**src/rtl/cpu_pkg.sv**
```systemverilog
// Shared CPU definitions: opcode values, fetch FSM encoding, assembled
// instruction record, and the opcode-to-length decode used by the fetch unit.
package cpu_pkg;

    localparam logic [7:0] OP_NOP    = 8'h00;
    localparam logic [7:0] OP_ADD    = 8'h01;
    localparam logic [7:0] OP_SUB    = 8'h02;
    localparam logic [7:0] OP_MOV_RR = 8'h03;
    localparam logic [7:0] OP_MOV_RA = 8'h04;
    localparam logic [7:0] OP_MOV_AR = 8'h05;
    localparam logic [7:0] OP_MOV_IR = 8'h06;
    localparam logic [7:0] OP_JMP    = 8'h07;
    localparam logic [7:0] OP_JNB    = 8'h09;
    localparam logic [7:0] OP_CLR    = 8'h12;

    typedef enum logic [1:0] {
        FETCH_OP,
        FETCH_B1,
        FETCH_B2,
        HOLD
    } fetch_state_e;

    typedef struct packed {
        logic [7:0] opcode;
        logic [7:0] op1;
        logic [7:0] op2;
        logic [1:0] len;
        logic [7:0] pc;
    } instr_t;

    // Unknown opcodes are treated as single-byte so the fetcher never stalls on them.
    function automatic logic [1:0] instr_length(input logic [7:0] opcode);
        logic [1:0] len;
        case (opcode)
            OP_ADD, OP_SUB, OP_MOV_RR, OP_JMP:       len = 2'd2;
            OP_MOV_RA, OP_MOV_AR, OP_MOV_IR, OP_JNB: len = 2'd3;
            default:                                 len = 2'd1;
        endcase
        return len;
    endfunction

endpackage

```
**src/rtl/instruction_fetch.sv**
```systemverilog
// Byte-serial instruction fetch: reads one program byte per cycle, assembles
// 1..3 byte instructions and presents them on a valid/ready handshake.
module instruction_fetch
    import cpu_pkg::*;
#(
    parameter logic [7:0] RESET_PC = 8'h00
) (
    input  logic       clk,
    input  logic       rst,
    output logic [7:0] pm_addr,
    input  logic [7:0] pm_data,
    input  logic       jump_en,
    input  logic [7:0] jump_addr,
    output logic       instr_valid,
    input  logic       instr_ready,
    output logic [7:0] instr_opcode,
    output logic [7:0] instr_op1,
    output logic [7:0] instr_op2,
    output logic [1:0] instr_len,
    output logic [7:0] instr_pc
);

    localparam instr_t INSTR_RESET = '{opcode: 8'h00, op1: 8'h00, op2: 8'h00,
                                       len: 2'd1, pc: 8'h00};

    logic [7:0]   pc_q, pc_d;
    fetch_state_e state_q, state_d;
    instr_t       instr_q, instr_d;
    logic         valid_q, valid_d;
    logic [1:0]   fetch_len;
    logic         take_opcode;

    assign fetch_len = instr_length(pm_data);

    // NOTE: every signal written here gets a default first so no path leaves it
    // unassigned; a missing default would infer a latch.
    always_comb begin
        pc_d        = pc_q;
        state_d     = state_q;
        instr_d     = instr_q;
        valid_d     = valid_q;
        take_opcode = 1'b0;

        if (jump_en) begin
            // A redirect discards anything partially assembled or still held.
            pc_d    = jump_addr;
            state_d = FETCH_OP;
            valid_d = 1'b0;
        end else begin
            case (state_q)
                FETCH_OP: take_opcode = 1'b1;
                FETCH_B1: begin
                    instr_d.op1 = pm_data;
                    pc_d        = pc_q + 8'd1;
                    if (instr_q.len == 2'd2) begin
                        state_d = HOLD;
                        valid_d = 1'b1;
                    end else begin
                        state_d = FETCH_B2;
                    end
                end
                FETCH_B2: begin
                    instr_d.op2 = pm_data;
                    pc_d        = pc_q + 8'd1;
                    state_d     = HOLD;
                    valid_d     = 1'b1;
                end
                HOLD:     take_opcode = instr_ready;
                default:  state_d = FETCH_OP;
            endcase
        end

        // Shared by FETCH_OP and an accepted HOLD, so back-to-back transfers lose no cycle.
        if (take_opcode) begin
            instr_d = '{opcode: pm_data, op1: 8'h00, op2: 8'h00,
                        len: fetch_len, pc: pc_q};
            pc_d    = pc_q + 8'd1;
            if (fetch_len == 2'd1) begin
                state_d = HOLD;
                valid_d = 1'b1;
            end else begin
                state_d = FETCH_B1;
                valid_d = 1'b0;
            end
        end
    end

    // NOTE: state registers use non-blocking assignments so every flop samples
    // the pre-edge values regardless of statement order.
    always_ff @(posedge clk) begin
        if (rst) begin
            pc_q    <= RESET_PC;
            state_q <= FETCH_OP;
            instr_q <= INSTR_RESET;
            valid_q <= 1'b0;
        end else begin
            pc_q    <= pc_d;
            state_q <= state_d;
            instr_q <= instr_d;
            valid_q <= valid_d;
        end
    end

    assign pm_addr      = pc_q;
    assign instr_valid  = valid_q;
    assign instr_opcode = instr_q.opcode;
    assign instr_op1    = instr_q.op1;
    assign instr_op2    = instr_q.op2;
    assign instr_len    = instr_q.len;
    assign instr_pc     = instr_q.pc;

endmodule

```
**config.mk**
```make
export PLATFORM = sky130hd
export DESIGN_NAME = instruction_fetch
export DESIGN_NICKNAME = d
export VERILOG_FILES = /design/src/rtl/cpu_pkg.sv /design/src/rtl/instruction_fetch.sv
export SDC_FILE = /design/constraint.sdc
export NUM_CORES = 1
export LEC_CHECK = 0
export ABC_AREA = 1
export BUFFER_PORTS_ARGS = -buffer_cell sky130_fd_sc_hd__buf_2
export CAP_MARGIN = 0
export CORE_MARGIN = 4
export CORE_UTILIZATION = 50
export DETAILED_ROUTE_END_ITERATION = 10
export PLACE_DENSITY = 0.8
export SETUP_SLACK_MARGIN = 0.5
export SLEW_MARGIN = 20
export SYNTH_ARGS = -nofsm -noshare
export SYNTH_HDL_FRONTEND = slang
export SYNTH_SLANG_ARGS = --single-unit
```
**constraint.sdc**
```tcl
create_clock -name clk -period 2.2 [get_ports clk]
set_clock_uncertainty 0.2 [all_clocks]
set_input_delay 0.33 -clock clk [delete_from_list [all_inputs] [get_ports clk]]
set_output_delay 0.33 -clock clk [all_outputs]
set_load 0.01 [all_outputs]
```
After elaboration in Yosys (flattened, before gate mapping)
Memory sizes are Yosys's and may differ from the RTL's.
Cells that the tools add are included.
Widths: inputs -> output; s select.
{ "op_classes": {"eq_ne": 6, "mux": 16, "n_addsub": 1, "reduce_logical": 9, "bitwise_logic": 1} }
{ "ops": {"columns": ["op", "count"], "rows": [
  ["$mux 8", 3],
  ["$add 8x1->8 const B", 1],
  ["$mux 2", 4],
  ["$eq 2x2->1 const B", 3],
  ["$mux 1", 6],
  ["$reduce_and 2->1", 3],
  ["$eq 2x1->1 const B", 2],
  ["$logic_not 4->1", 1],
  ["$ne 4x4->1 const B", 1],
  ["$pmux 1 s2", 2],
  ["$pmux 2 s2", 1],
  ["$reduce_bool 4->1", 1],
  ["$reduce_or 2->1", 2],
  ["$reduce_bool 3->1", 1],
  ["$logic_not 2->1", 1],
  ["$not 1->1", 1]
]} }
{ "totals": {"in_bits": 20, "output_inout_bits": 43, "n_memories": 1, "reg_bits": 45, "romBits": 32} }
{ "memory_table": {"columns": ["name", "words", "width", "read_ports", "rd_ports_with_merged_regs", "wr", "line", "source"], "rows": [
  ["(no name shown)", 16, 2, 1, 0, 0, "cpu_pkg.sv:34", "case (opcode)"]
]} }

Longest topological paths before layout
Gate-level depths: netlist (run 1).
{ "logic_depth": {"ltp_word": 5, "ltp_mapped": 10, "mapped_depth_nobuf": 10} }

Worst setup path before layout (run 1)
Ideal clock, no wire load.
{ "synth_timing": {"kind": "register to register", "startpoint": "register state_q[0]", "endpoint": "register instr_q (netlist bit instr_opcode[0])", "arrival_ps": 1318, "required_ps": 1881, "setup_slack_ps": 563, "path_stages_with_launch": 9, "setup_time_ps": 119, "path_cell_list": "dfxtp_1 -> inv_1 -> ha_1 -> inv_1 -> nand2_1 -> nor2_2 -> buf_4 -> buf_6 -> a21oi_1"} }
{ "synth_between": {"elab_chain_cells": 3} }
{ "synth_rtl": {"columns": ["item", "line", "source"], "rows": [
  ["start: declaration", "instruction_fetch.sv:27", "fetch_state_e state_q, state_d;"],
  ["start signal: assignment", "instruction_fetch.sv:98", "state_q <= state_d;"],
  ["$eq 2x2->1 or $logic_not 2->1 (tied branches)", "instruction_fetch.sv:50", "case (state_q)"],
  ["$pmux 1 s2 (*)", "instruction_fetch.sv:50", null],
  ["$mux 1 (*)", "instruction_fetch.sv:44", "if (jump_en) begin"],
  ["end signal: assignment", "instruction_fetch.sv:99", "instr_q <= instr_d;"],
  ["end: declaration", "instruction_fetch.sv:28", "instr_t instr_q, instr_d;"]
]} }
Mark *: on every way between the ends. The rest lies on a longest branch, timed or not.
A chain may end at the register's enable or synchronous reset.

Worst setup path after layout (run 1)
{ "layout_timing": {"startpoint": "register state_q[0]", "endpoint": "register instr_q (netlist bit instr_op1[3])"} }
{ "layout_between": {"elab_chain_cells": 4} }
{ "layout_rtl": {"columns": ["item", "line"], "rows": [
  ["$eq 2x2->1 or $logic_not 2->1 (tied branches)", "instruction_fetch.sv:50"],
  ["$pmux 1 s2", "instruction_fetch.sv:50"],
  ["$mux 1", "instruction_fetch.sv:44"],
  ["$reduce_or 2->1 (no line)", null]
]} }
Several ways; a longest one is shown, not always the timed one.

==> results of run 1 <==
metrics by stage:
stage	power (uW)	cells	hold slack, ps	setup WS [ps]
finish	1880	388	71.8	478
global placement	1250	366	248	245
CTS	1810	381	71.3	512
detailed placement	1250	366	252	234
global route	1960	388	77.9	396
floorplan	1130	265	199	563
registers in the layout, indices dropped and copies added (netlist names):
register,cells
instr_len,2
instr_op1,8
instr_op2,8
instr_opcode,8
instr_pc,8
instr_valid,1
pm_addr,8
state_q,2
worst min-delay path by stage:
stage                                    from                            to  slack [ps]
floorplan                                 rst  instr_opcode[5]$_SDFFE_PP0P_         200
finish                                    rst  instr_opcode[5]$_SDFFE_PP0P_          70
global route                              rst  instr_opcode[5]$_SDFFE_PP0P_          80
global placement    instr_op2[4]$_SDFFE_PP0P_     instr_op2[4]$_SDFFE_PP0P_         250
CTS                                       rst  instr_opcode[5]$_SDFFE_PP0P_          70
detailed placement  instr_op1[7]$_SDFFE_PP0P_     instr_op1[7]$_SDFFE_PP0P_         250
cell usage after synthesis (all sizes together):
master	number
o21ai	32
a31oi	2
dfxtp	45
inv	27
buf	9
ha	5
nand2	60
clkbuf	2
nand4	2
nor3	1
nand3	19
a21oi	37
nor2	24
per-layer routing:
metal / vias up / wire (microns) / global-route usage (%)
li1: 1017 / - / -
met1: 965 / 2480 / 29.6
met2: 77 / 2940 / 37.1
met3: 11 / 365 / 3.45
met4: 0 / 111 / 7.02
met5: - / 0 / 0
worst max-delay path, stage by stage (launching register included):
cell     delay (ps)
dfxtp_2         350
buf_6           110
ha_4            140
nand2_4          60
nand2_4          70
nand2_4          60
nor2_4          190
inv_2           140
nand2_4         190
a21oi_1          80
logic make-up (layout without fill, tap and decap cells):
logic type      Yosys count  in the layout  share of synthesized area, %
compound gates           71             71                          18.4
fa+ha+maj                 5              5                          3.22
buf+inv                  38            112                          8.94
flops                    45             45                          46.3
simple gates            106            107                          23.1
cell type report:
cell class,instances,area (sq um),share of cell area (%)
Sequential cell,45,906,34.2
Multi-Input combinational cell,183,982,37.0
Clock inverter,3,17.5,0.660
Tap cell,48,60.1,2.26
Inverter,27,114,4.29
Timing Repair Buffer,77,504,19.0
Clock buffer,5,68.8,2.59
where the power goes:
part	internal [uW]	switching (uW)	leakage, uW
logic	193	255	0.000809
registers	875	49.0	0.000370
clock network	219	290	0.0000439
total	1290	594	0.00122
repair_timing:
item	CTS	global route
cloned	2	1
buffers inserted	5	6
gates resized for setup	20	18
endpoints found under the setup margin	45	41
pin swaps	5	9
==> flow_summary.ini, run 1 <==
[run_status]
status = complete, no violations

[layout]
final_core_utilization_pct = 71.4
layout_commonest_cell = buf_2
antennaDiodeCount = 0
final_cell_mix = 62 x buf_2, 54 x nand2_1, 43 x dfxtp_1
syn_to_final_growth_pct = 36.4
drive_above_1_share_pct = 33.2
layout.nets = 364
final_cell_area_sq_um = 2650
fillers = 305

[placed_design]
gp_congestion = 0.837
port_buffers = 62
dp_hpwl_microns = 3520
place_area_sq_um = 2270

[critical_path]
setup.worst_path.start_class = flop
arrival_ps = 1710
cp_max_fo = 16
cp-startpoint = state_q[0]$_SDFFE_PP0P_
rr_worst_depth = 9
timing.rr.start = state_q[0]$_SDFFE_PP0P_
critPathRequiredTime_ps = 2190
path_class = reg2reg
r2r_end = instr_op1[3]$_SDFFE_PP0P_
r2r_setup_slack_ps = 480
crit_end = instr_op1[3]$_SDFFE_PP0P_
cp-end-kind = flop

[global_routing]
track_usage_pct = 22.3
antenna_found_initial = 0
grt_pass1_vias = 1867
grt_pass1_wl_microns = 8910
grt_max_degree = 26
gr-total-overflow = 0

[sta]
fmax_mhz = 581
slew_headroom_pct = 72.5
drv_slew = 0
period_minus_slack_ps = 1720
hold_violations = 0
tightest_slew_ps = 412
period_share_pct = 78.3
setup_tns_ps = 0
setup_violations = 0
rsz0062_at_grt = true

[cts]
htree_levels = 2
clkTransAtPathRegs_ps = 90
cts_tree = built
cts_buffer_depth = 2
worstSkewPairLatency_ps = 310
clockRootBuffer = clkbuf_8
clock-sinks = 45
cts-buffers-inserted = 5
ctsHoldBuffers = 0

[logic_synthesis]
syn_nets = 290
avgSynthCellArea_sq_um = 7.34
ys_ff_latch = 45
netlist.area_leader.share_pct = 46.3
synthTopCellsByArea = dfxtp_1 46%, nand2_1 11%, a21oi_1 9.5%
syn_inst = 265
yosysTopAreaCell = dfxtp_1
seq_area_frac_synth_pct = 46.3
netlist_area_sq_um = 1940
ys_warn_count = 0
yosysUniqueCellTypes = 21

[floorplanning]
num_rows = 22
initial_utilization_pct = 52.3
die_w_microns = 70.4
dieHeight_microns = 70.4
die-area_sq_um = 4950
core_sq_um = 3720
io-pin-count = 63

[drt]
vias = 2070
routedWlPerCell_microns = 15.2
first_iter_violations = 260
route.detailed.drc = 0
avgViaCountPerCell = 5.34
drtAntennaViolNets = 0
routed_wl_microns = 5890
first_pass_iters = 4

[worst_hold_path]
hp-class = in2reg
worstHoldPathCells = 2

[power_and_ir_drop]
p_leak_uw = 0.00122
power_density_nw_per_um2 = 709
ir_worst_vdd_mv = 0.497

[flow_run]
cap_violations = 0
Note: power is estimated with default switching activity, not from simulation.
==> run 2: changes to the inputs <==
Settings changed: ABC_AREA 1 to 0, CORE_UTILIZATION 50 to 45, PLACE_DENSITY 0.8 to 0.76.
Clock period 2.2 ns to 1.58 ns, I/O delays scaled along.
==> run 2 against run 1 <==
  * The flow now finishes with violations (setup timing)
  * Fmax shrank 12%
  * Highest routed layer unchanged
  * Synthesized cell count decreased by 17%
  * Synthesized area increased by 0.97%
  * Cell area grew 37%
  * Non-clock buffer count up 52
  * Clock-buffer cell count is 1 higher
  * Sequential cell count stayed put
==> flow_summary.ini, run 2 <==
[sta]
period_minus_slack_ps = 1970
tightest_slew_ps = 491
hold_slack_ps = 25.9
fmax_mhz = 509
setup_ws_ps = -386
drv_slew = 0
rsz0062_at_grt = true
setup_violations = 45
hold_violations = 0
period_share_pct = 124
slew_headroom_pct = 67.2

[layout]
final_cell_mix = 52 x buf_6, 47 x buf_4, 44 x dfxtp_2
fillers = 157
multiInputGateArea_sq_um = 1320
antennaDiodeCount = 0
layout_commonest_cell = buf_6
final_core_utilization_pct = 88.2
regArea_sq_um = 956
layout.nets = 364
drive_above_1_share_pct = 71.8
syn_to_final_growth_pct = 85.0

[logic_synthesis]
synthArstFlopShare_pct = 0
syn_nets = 244
seq_area_frac_synth_pct = 45.9
ys_ff_latch = 45
avgSynthCellArea_sq_um = 8.96
yosysTopAreaCell = dfxtp_1
netlist_area_sq_um = 1960
syn_inst = 219
ys_warn_count = 0
synth_common_cells = 45 x dfxtp_1, 25 x nor2_1, 19 x nand3_1, 17 x a21oi_1, 17 x o21ai_0
netlist.area_leader.share_pct = 45.9
yosysUniqueCellTypes = 41
ys.flop_type = dfxtp_1
synth_edf_count = 0
synthTopCellsByArea = dfxtp_1 46%, mux2i_1 8.2%, nand3_1 4.8%
synth.most_common_cell = dfxtp_1

[cts]
ctsHoldBuffers = 1
cts-buffers-inserted = 5
clock-sinks = 45
htree_levels = 2
worstSkewPairLatency_ps = 300
cts_buffer_depth = 2
clockRootBuffer = clkbuf_8
cts_tree = built
clkTransAtPathRegs_ps = 90

[placed_design]
gp_congestion = 0.780
dp_hpwl_microns = 3790
port_buffers = 62

[worst_hold_path]
hp-start = jump_addr[7]
hp-class = in2reg

[floorplanning]
die-area_sq_um = 5480
initial_utilization_pct = 47.7
core_sq_um = 4120
io-pin-count = 63
die_w_microns = 74.1
num_rows = 23
dieHeight_microns = 74.1

[critical_path]
timing.rr.start = state_q[1]$_SDFFE_PP0P_
setup.worst_path.start_class = flop
cp_max_fo = 6
slowest_stage = or4_4
path_class = reg2reg
cp-end-kind = flop
critPathRequiredTime_ps = 1590
critical_path.max_stage_delay_ps = 480
arrival_ps = 1970
path_cells = inv_2 > ha_4 > a211oi_4 > buf_6 > or4_4 > a311oi_2
cp-startpoint = state_q[1]$_SDFFE_PP0P_

[global_routing]
antenna_found_initial = 0
grt_pass1_wl_microns = 10800
gr-total-overflow = 0
track_usage_pct = 25.9
grt_max_degree = 20
grt_pass1_vias = 2251

[power_and_ir_drop]
power_density_nw_per_um2 = 878
ir_worst_vdd_mv = 0.504
p_leak_uw = 0.00151

[run_status]
violations = setup timing
status = finished with violations

[drt]
routed_wl_microns = 8830
drtAntennaViolNets = 0
vias = 2428
route.detailed.drc = 0
avgViaCountPerCell = 6.23
routedWlPerCell_microns = 22.6
first_iter_violations = 170
first_pass_iters = 5

[flow_run]
cap_violations = 0
run 2: cell types whose count changed in the layout (fill, tap and decap cells not counted), sizes merged, moves of 11 or more:
cell,previous run,this run
o21ai,32,21
inv,27,8
nand2,60,6
mux2i,0,16
a21oi,37,17
buf,77,127
run 2: critical path: cells and delay by family, from the launching register on:
kind | cells | cell delay [ps]
flops | 1 | 370
compound gates | 2 | 340
buf+inv | 2 | 200
simple gates | 1 | 480
fa+ha+maj | 1 | 280
run 2: repair_timing:
item                                    in CTS  in global routing
hold endpoints to repair                     3                  1
buffers inserted                             8                 14
endpoints found under the setup margin      88                 88
cloned                                       4                  2
resized for setup                          128                 60
pin swaps                                   12                 21
run 2: final timing paths:
path                                                 end  slack, ps  depth (start not counted)
worst max-delay path             pm_addr[6]$_SDFFE_PP0P_       -390                          6
worst min-delay path             pm_addr[7]$_SDFFE_PP0P_         30                          3
worst max register to register   pm_addr[6]$_SDFFE_PP0P_       -390                          6
worst min register to register  instr_pc[6]$_SDFFE_PP0P_        280                          2
run 2: cell type report:
cell class | count | area share, %
repair buffers | 129 | 31.8
inverters | 8 | 0.827
well taps | 50 | 1.72
multi-input cells | 150 | 36.3
flip-flops and latches | 45 | 26.3
clock buffers | 6 | 2.00
clock inverters | 2 | 1.07
run 2: where the power goes:
part / internal (uW) / switching [uW]
logic: 494 / 526
registers: 1210 / 67.6
clock network: 475 / 415
run 2: cell families after synthesis:
| family | after synthesis | share of synthesized area, % |
|---|---|---|
| compound gates | 62 | 20.7 |
| xor+xnor | 1 | 0.446 |
| fa+ha+maj | 6 | 3.70 |
| buf+inv | 24 | 5.29 |
| flops | 45 | 45.9 |
| mux | 16 | 8.16 |
| simple gates | 65 | 15.9 |
run 2: metrics by stage:
step | setup TNS, ps | setup slack (ps) | total power, uW | area [sq um] | std cells
2_1_floorplan | -1940 | -136 | 1600 | 2020 | 219
3_3_place_gp | -4940 | -244 | 1830 | 2590 | 353
3_5_place_dp | -6130 | -346 | 1850 | 2590 | 353
4_1_cts | -5220 | -307 | 2910 | 3230 | 374
5_1_grt | -12440 | -439 | 3280 | 3630 | 390
6_report | -10800 | -386 | 3190 | 3630 | 390
run 2: metal layers:
layer  global-route usage (%)  wire (microns)  vias to the layer above  part of all wire, %
met2                     45.7            4560                      152                   52
li1                         -               -                     1037                    -
met1                     30.3            3250                     1198                   37
met5                        0               0                        -                    0
met4                     12.1             375                        0                  4.2
met3                     4.86             643                       41                  7.3
